**src/rtl/ram_arb_pkg.sv**
```systemverilog
// ram_arb_pkg: shared types, region map and address decode for the RAM arbiter
package ram_arb_pkg;

  localparam int DATA_W    = 32;
  localparam int CONST_TOP = 1207;
  localparam int BLOCK_TOP = 1536;
  localparam int ROW_BASE  = 2000;
  localparam int ROW_TOP   = 3024;

  typedef logic [0:0] master_idx_t;

  typedef struct packed {
    logic              we;
    logic [DATA_W-1:0] addr;
    logic [DATA_W-1:0] wdata;
  } ram_req_t;

  function automatic logic unmapped(input logic [DATA_W-1:0] a);
    return (a > DATA_W'(BLOCK_TOP) && a < DATA_W'(ROW_BASE)) || a > DATA_W'(ROW_TOP);
  endfunction

endpackage

```
**src/rtl/rr_arb2.sv**
```systemverilog
// rr_arb2: two-input round-robin grant; a tie goes to the master not granted last
module rr_arb2
  import ram_arb_pkg::*;
(
  input  logic       clk,
  input  logic       rst_n,
  input  logic [1:0] req,
  output logic [1:0] gnt
);

  master_idx_t last_gnt;

  // single requester wins outright, a tie goes to whoever was not granted last
  always_comb begin
    gnt = (req == 2'b11) ? ((last_gnt == 1'b1) ? 2'b01 : 2'b10) : req;
  end

  // remember the last winner; reset to master 1 so master 0 wins the first tie
  always_ff @(posedge clk or negedge rst_n) begin
    if (!rst_n) last_gnt <= 1'b1;
    else if (|gnt) last_gnt <= gnt[1];
  end

endmodule

```
**src/rtl/ram_arbiter.sv**
```systemverilog
// ram_arbiter: shares the single-port data RAM between the CPU LSU (m0) and JPEG DMA (m1)
// Optional unmapped-address trapping: define RAM_ARB_ADDR_CHECK_EN
module ram_arbiter #(
  parameter int WIDTH = 32
) (
  input  logic             clk,
  input  logic             rst_n,
  input  logic             m0_req,
  input  logic             m0_we,
  input  logic [WIDTH-1:0] m0_addr,
  input  logic [WIDTH-1:0] m0_wdata,
  output logic             m0_gnt,
  output logic             m0_rvalid,
  output logic [WIDTH-1:0] m0_rdata,
  output logic             m0_err,
  input  logic             m1_req,
  input  logic             m1_we,
  input  logic [WIDTH-1:0] m1_addr,
  input  logic [WIDTH-1:0] m1_wdata,
  output logic             m1_gnt,
  output logic             m1_rvalid,
  output logic [WIDTH-1:0] m1_rdata,
  output logic             m1_err,
  output logic [WIDTH-1:0] ram_address,
  output logic [WIDTH-1:0] ram_wdata,
  output logic             ram_enw,
  input  logic [WIDTH-1:0] ram_rdata
);
  import ram_arb_pkg::*;

  logic [1:0]       gnt;
  ram_req_t         req0, req1, cur;
  logic             busy, bad, rd;
  logic [WIDTH-1:0] rd_val;
  logic             pend_rd, pend_err;
  master_idx_t      pend_sel;
  logic [WIDTH-1:0] rdata0, rdata1;

  rr_arb2 u_arb (
    .clk   (clk),
    .rst_n (rst_n),
    .req   ({m1_req, m0_req}),
    .gnt   (gnt)
  );

  assign req0 = '{we: m0_we, addr: m0_addr, wdata: m0_wdata};
  assign req1 = '{we: m1_we, addr: m1_addr, wdata: m1_wdata};

  // route the granted master onto the RAM port; idle drives zeros
  always_comb begin
    busy = |gnt;
    cur = gnt[1] ? req1 : req0;
`ifdef RAM_ARB_ADDR_CHECK_EN
    bad = busy && unmapped(cur.addr);
`else
    bad = 1'b0;
`endif
    rd = busy && !cur.we;
    rd_val = bad ? '0 : ram_rdata;
    ram_address = busy ? cur.addr : '0;
    ram_wdata = busy ? cur.wdata : '0;
    ram_enw = busy && cur.we && !bad;
  end

  // one-cycle response bookkeeping: who was served, read or not, trapped or not
  always_ff @(posedge clk or negedge rst_n) begin
    if (!rst_n) begin
      pend_rd <= 1'b0;
      pend_err <= 1'b0;
      pend_sel <= 1'b0;
    end else begin
      pend_rd <= rd;
      pend_err <= bad;
      if (busy) pend_sel <= gnt[1];
    end
  end

  // capture read data for its owner; each register holds between reads
  always_ff @(posedge clk or negedge rst_n) begin
    if (!rst_n) begin
      rdata0 <= '0;
      rdata1 <= '0;
    end else if (rd) begin
      if (gnt[0]) rdata0 <= rd_val;
      else rdata1 <= rd_val;
    end
  end

  assign m0_gnt = gnt[0];
  assign m1_gnt = gnt[1];
  assign m0_rvalid = pend_rd && (pend_sel == 1'b0);
  assign m1_rvalid = pend_rd && (pend_sel == 1'b1);
  assign m0_err = pend_err && (pend_sel == 1'b0);
  assign m1_err = pend_err && (pend_sel == 1'b1);
  assign m0_rdata = rdata0;
  assign m1_rdata = rdata1;

endmodule
```
**config.mk**
```make
export PLATFORM = sky130hd
export DESIGN_NAME = ram_arbiter
export DESIGN_NICKNAME = d
export VERILOG_FILES = /design/src/rtl/ram_arb_pkg.sv /design/src/rtl/rr_arb2.sv /design/src/rtl/ram_arbiter.sv
export SDC_FILE = /design/constraint.sdc
export NUM_CORES = 1
export LEC_CHECK = 0
export CORE_AREA = 2 2 117 119
export DETAILED_ROUTE_END_ITERATION = 8
export DIE_AREA = 0 0 119 121
export PLACE_DENSITY = 0.78
export SYNTH_ARGS = -nofsm -noshare
export SYNTH_HDL_FRONTEND = slang
export SYNTH_SLANG_ARGS = --single-unit
```
**constraint.sdc**
```tcl
create_clock -name clk -period 4.9 [get_ports clk]
set_input_delay 1.225 -clock clk [delete_from_list [all_inputs] [get_ports clk]]
set_output_delay 1.225 -clock clk [all_outputs]
set_load 0.02 [all_outputs]
```
## Yosys cells after proc, flatten, opt, wreduce, memory -nomap -nowiden

Index checks and enable logic that the tools add are counted.

- Eq/ne operators: 1
- Mux-type cells: 5
- Bitwise gates (word level): 2
- Reduce and logical (&&, ||, !) cells: 8

Operators with widths:

| kind | count |
|---|---|
| $mux W65 | 1 |
| $mux W32 | 2 |
| $logic_and A1 B1 Y1 | 4 |
| $mux W2 | 2 |
| $reduce_and A2 Y1 | 2 |
| $eq A2 B2 Y1 const B | 1 |
| $not A1 Y1 | 2 |
| $reduce_or A2 Y1 | 1 |
| $logic_not A1 Y1 | 1 |

- Register bits: 67
- Output and inout port bits: 135

## Depth between registers and ports, before layout

Gate-level depths: netlist (run 1).

- Depth after elaboration: 6
- Mapped depth: 6

## Modules after synthesis

From an unflattened synthesis (run 1), not the netlist that was laid out.

- Cells, all modules: 234
- Area total of the unflattened synthesis: 3315.7 sq um

Modules (own cells, without submodules):

| module | times used | cells each | area each (sq um) | seq. area each (sq um) |
|---|---|---|---|---|
| ram_arbiter | 1 | 228 | 3261.9 | 1651.6 |
| rr_arb2 | 1 | 6 | 53.8 | 26.3 |

## Worst setup path before layout (run 1)

Ideal clock, no wire load.

- Path kind: input-to-output
- From: input port m1_req
- To: output port ram_wdata[10]
- Arrival time: 2190 ps
- Data required time: 3675 ps
- Slack: 1485 ps
- Stages: 4
- Cells stage by stage: a21boi_2 > buf_2 > buf_1 > a22o_1

- Word-level cells in the longest chain between the ends: 4

Ends and longest elaborated chain:

| element | line | RTL |
|---|---|---|
| from (decl) | ram_arbiter.sv:16 | `input logic m1_req,` |
| $eq A2 B2 Y1 | rr_arb2.sv:15 | `gnt = (req == 2'b11) ? ((last_gnt == 1'b1) ? 2'b01 : 2'b10) : req;` |
| $mux W2 (*) | rr_arb2.sv:15 |  |
| $mux W65 or $reduce_or A2 Y1 (tied branches) | ram_arbiter.sv:52, ram_arbiter.sv:51 |  |
| $mux W32 (*) | ram_arbiter.sv:61 | `ram_wdata = busy ? cur.wdata : '0;` |
| to (decl) | ram_arbiter.sv:25 | `output logic [WIDTH-1:0] ram_wdata,` |

Every way passes the cells marked *; elsewhere a longest branch is shown, timed or not.

## Worst setup path in the final report (run 1)

- From: input port m0_req
- To: output port ram_address[31]

- Word-level cells in the longest chain between the ends: 4

Ends and longest elaborated chain:

| element | line | RTL |
|---|---|---|
| from (decl) | ram_arbiter.sv:8 | `input logic m0_req,` |
| $eq A2 B2 Y1 | rr_arb2.sv:15 |  |
| $mux W2 (*) | rr_arb2.sv:15 |  |
| $mux W65 or $reduce_or A2 Y1 (tied branches) | ram_arbiter.sv:52, ram_arbiter.sv:51 |  |
| $mux W32 (*) | ram_arbiter.sv:60 | `ram_address = busy ? cur.addr : '0;` |
| to (decl) | ram_arbiter.sv:24 | `output logic [WIDTH-1:0] ram_address,` |

Marks and branches as above.

==> impl_metrics.ini, run 1 <==
[run_status]
status = finished, final reports clean

[route]
antenna_left = 0
drt_wl_total_mm = 14.5
dr.pass1.iters = 4
vias = 3266
routedWlPerCell_um = 20.5
drc = 0
vias_per_cell = 4.62
first_iter_violations = 128

[power]
p_leak_nw = 2.68
ir_drop_mv = 0.327
p_per_area_nw_per_um2 = 342
finalPower_w = 0.00225

[layout]
multiInputGateArea_um2 = 1380
fillers = 1152
syn2layout_area_growth_pct = 107
final_cells = 707
nNetsFinal = 693
final_util = 0.504
seq_area_um2 = 1680
drive_above_1_share = 0.134

[clocking]
path_clk_slew_ns = 0.05
root_buffer = clkbuf_16
ctsResizeCount = 0
cts_tree = done
cts_hold_buf = 0
cts_made_buffers = 9
cts.sinks = 67
clock_path_buffers = 2
post-cts-setup-buffer-count = 0
h-tree-depth = 3
clk_latency_ns = 0.32

[global_routing]
track_usage = 0.195
grt_pass1_vias = 3595
grt_max_degree = 54
grt_pass1_wl_mm = 21.2
antenna_found_initial = 2
overflow = 0

[critical_path]
end_kind = output port
crit_path_frequent_cell = clkdlybuf4s50_1
crit_fanout = 26
path_class = in2out
cp_data_arrival_time_ns = 3.14
slowest_stage = clkdlybuf4s50_1
cp_slowest_stage_delay_ns = 0.65
cp_top_family = buffers and inverters
path_cells = clkdlybuf4s50_1 -> and2_2 -> buf_4 -> a22o_1 -> clkdlybuf4s50_1
worstPathRequired_ns = 3.67
start_kind = input pin
cp_num_buf_inv = 3

[place]
dpl.hpwl_mm = 11.4
placedCellCount = 692
port_buffers = 298
gp_congestion = 0.964

[synthesis]
synth_seq_cells = 67
netlist_area_um2 = 3190
syn-mean-instance-area_um2 = 13.6
ys_warn_count = 0
yosysSeqAreaShare = 0.527
syn_inst = 234
synth.distinct_cells = 20

[floorplanning]
fp.dieH_um = 121
die_w_um = 119
core_um2 = 13100
ios = 301
dieArea_um2 = 14400
initial_core_util = 0.243
row_count = 42

[timing]
timing.final.hold_violations = 0
tns_ns = 0
fmax_mhz = 229
drv_slew = 0
worst_pin_slew_ns = 0.925
finalSetupViolCount = 0
timing.hold.ws_ns = 0.489
slew_headroom = 0.380
min_period_over_period = 0.890
skew_ns = 0.00336
fin_crit_ns = 4.36
rsz0062_at_grt = false

[hold_path]
hold_class = reg2reg

[flow_run]
max_cap_viol_count = 0
-- sequential cells by signal (all words and copies together) (netlist names) --
signal and flops:
m0_rdata 32, pend_rd 1, pend_sel 1, u_arb.last_gnt 1, m1_rdata 32
-- final timing paths --
check | slack, ns | to | cells after the start | startpoint
max | 0.54 | ram_address[31] | 5 | m0_req
min reg2reg | 0.49 | m1_rdata[12] | 1 | m1_rdata[12]
max reg2reg | 2.75 | m1_rdata[18] | 4 | u_arb.last_gnt
min in group asynchronous | 0.95 | m0_rdata[3] | 1 | rst_n
min | 0.49 | m1_rdata[12] | 1 | m1_rdata[12]
max in group asynchronous | 3.02 | m0_rdata[29] | 2 | rst_n
-- power breakdown --
| group | internal, W | switching (W) |
|---|---|---|
| clock network | 0.000361 | 0.000214 |
| registers | 0.000667 | 0.0000588 |
| logic | 0.000520 | 0.000433 |
| total | 0.00155 | 0.000706 |
-- synthesized netlist by cell type --
| cell type | number | share of area |
|---|---|---|
| dfrtp_1 | 66 | 0.52 |
| a22o_1 | 65 | 0.18 |
| mux2_2 | 45 | 0.16 |
| mux2_1 | 19 | 0.067 |
| buf_2 | 11 | 0.017 |
| buf_4 | 5 | 0.012 |
| clkbuf_1 | 4 | 0.0047 |
| and2_1 | 2 | 0.0039 |
| buf_1 | 2 | 0.0024 |
| buf_6 | 2 | 0.0071 |
| nand2b_1 | 2 | 0.0039 |
| nor2_1 | 2 | 0.0024 |
| nor2b_1 | 2 | 0.0039 |
| a21boi_2 | 1 | 0.0035 |
| conb_1 | 1 | 0.0012 |
| dfstp_2 | 1 | 0.0082 |
| inv_1 | 1 | 0.0012 |
| nand2_1 | 1 | 0.0012 |
| nand3b_1 | 1 | 0.0024 |
| o21ai_0 | 1 | 0.0016 |
-- placed cells by master (no fill, tap or decap), drive strengths merged, types with 2 or more instances in the layout --
master	netlist	final
a22o	65	65
and2	2	2
buf	20	8
clkbuf	4	11
clkdlybuf4s50	0	297
clkinv	0	3
conb	1	2
dfrtp	66	66
mux2	64	64
nand2b	2	2
nor2	2	2
nor2b	2	2
-- cells by family (layout without fill, tap and decap cells) --
family	Yosys count	after routing	synth area share
AOI/OAI and AO/OA	67	67	0.184
DFF	67	67	0.527
muxes	64	64	0.226
buffers and inverters	25	320	0.0444
and+or+nand+nor	10	10	0.0177
other	1	3	0.00118
-- routing by layer --
| layer | up-vias | GRT usage | routed length, um |
|---|---|---|---|
| li1 | 1472 | - | - |
| met1 | 1599 | 0.234 | 5840 |
| met2 | 162 | 0.318 | 6940 |
| met3 | 29 | 0.0738 | 1300 |
| met4 | 4 | 0.0729 | 382 |
| met5 | - | 0 | 23 |
-- final cells by class --
cell class | count | share of cell area
flip-flops and latches | 67 | 0.254
clock inverters | 3 | 0.00228
repair buffers | 305 | 0.461
well taps | 176 | 0.0334
diodes | 1 | 0.000379
clock buffers | 11 | 0.0383
multi-input cells | 143 | 0.209
inverters | 1 | 0.000569
-- through the flow --
step / area [um2] / setup slack [ns]
after CTS: 6590 / 0.532
final: 6600 / 0.537
after global routing: 6590 / 0.448
after global placement: 6330 / 0.558
after floorplan: 3190 / 1.49
after detailed placement: 6330 / 0.553
Note: power is estimated with default switching activity, not from simulation.
==> run 2: changes to the inputs <==
CTS_CLUSTER_DIAMETER = 30   (was default)
==> results of run 2 <==
Same layout as run 1: the final DEF is identical, and so are final timing and power.
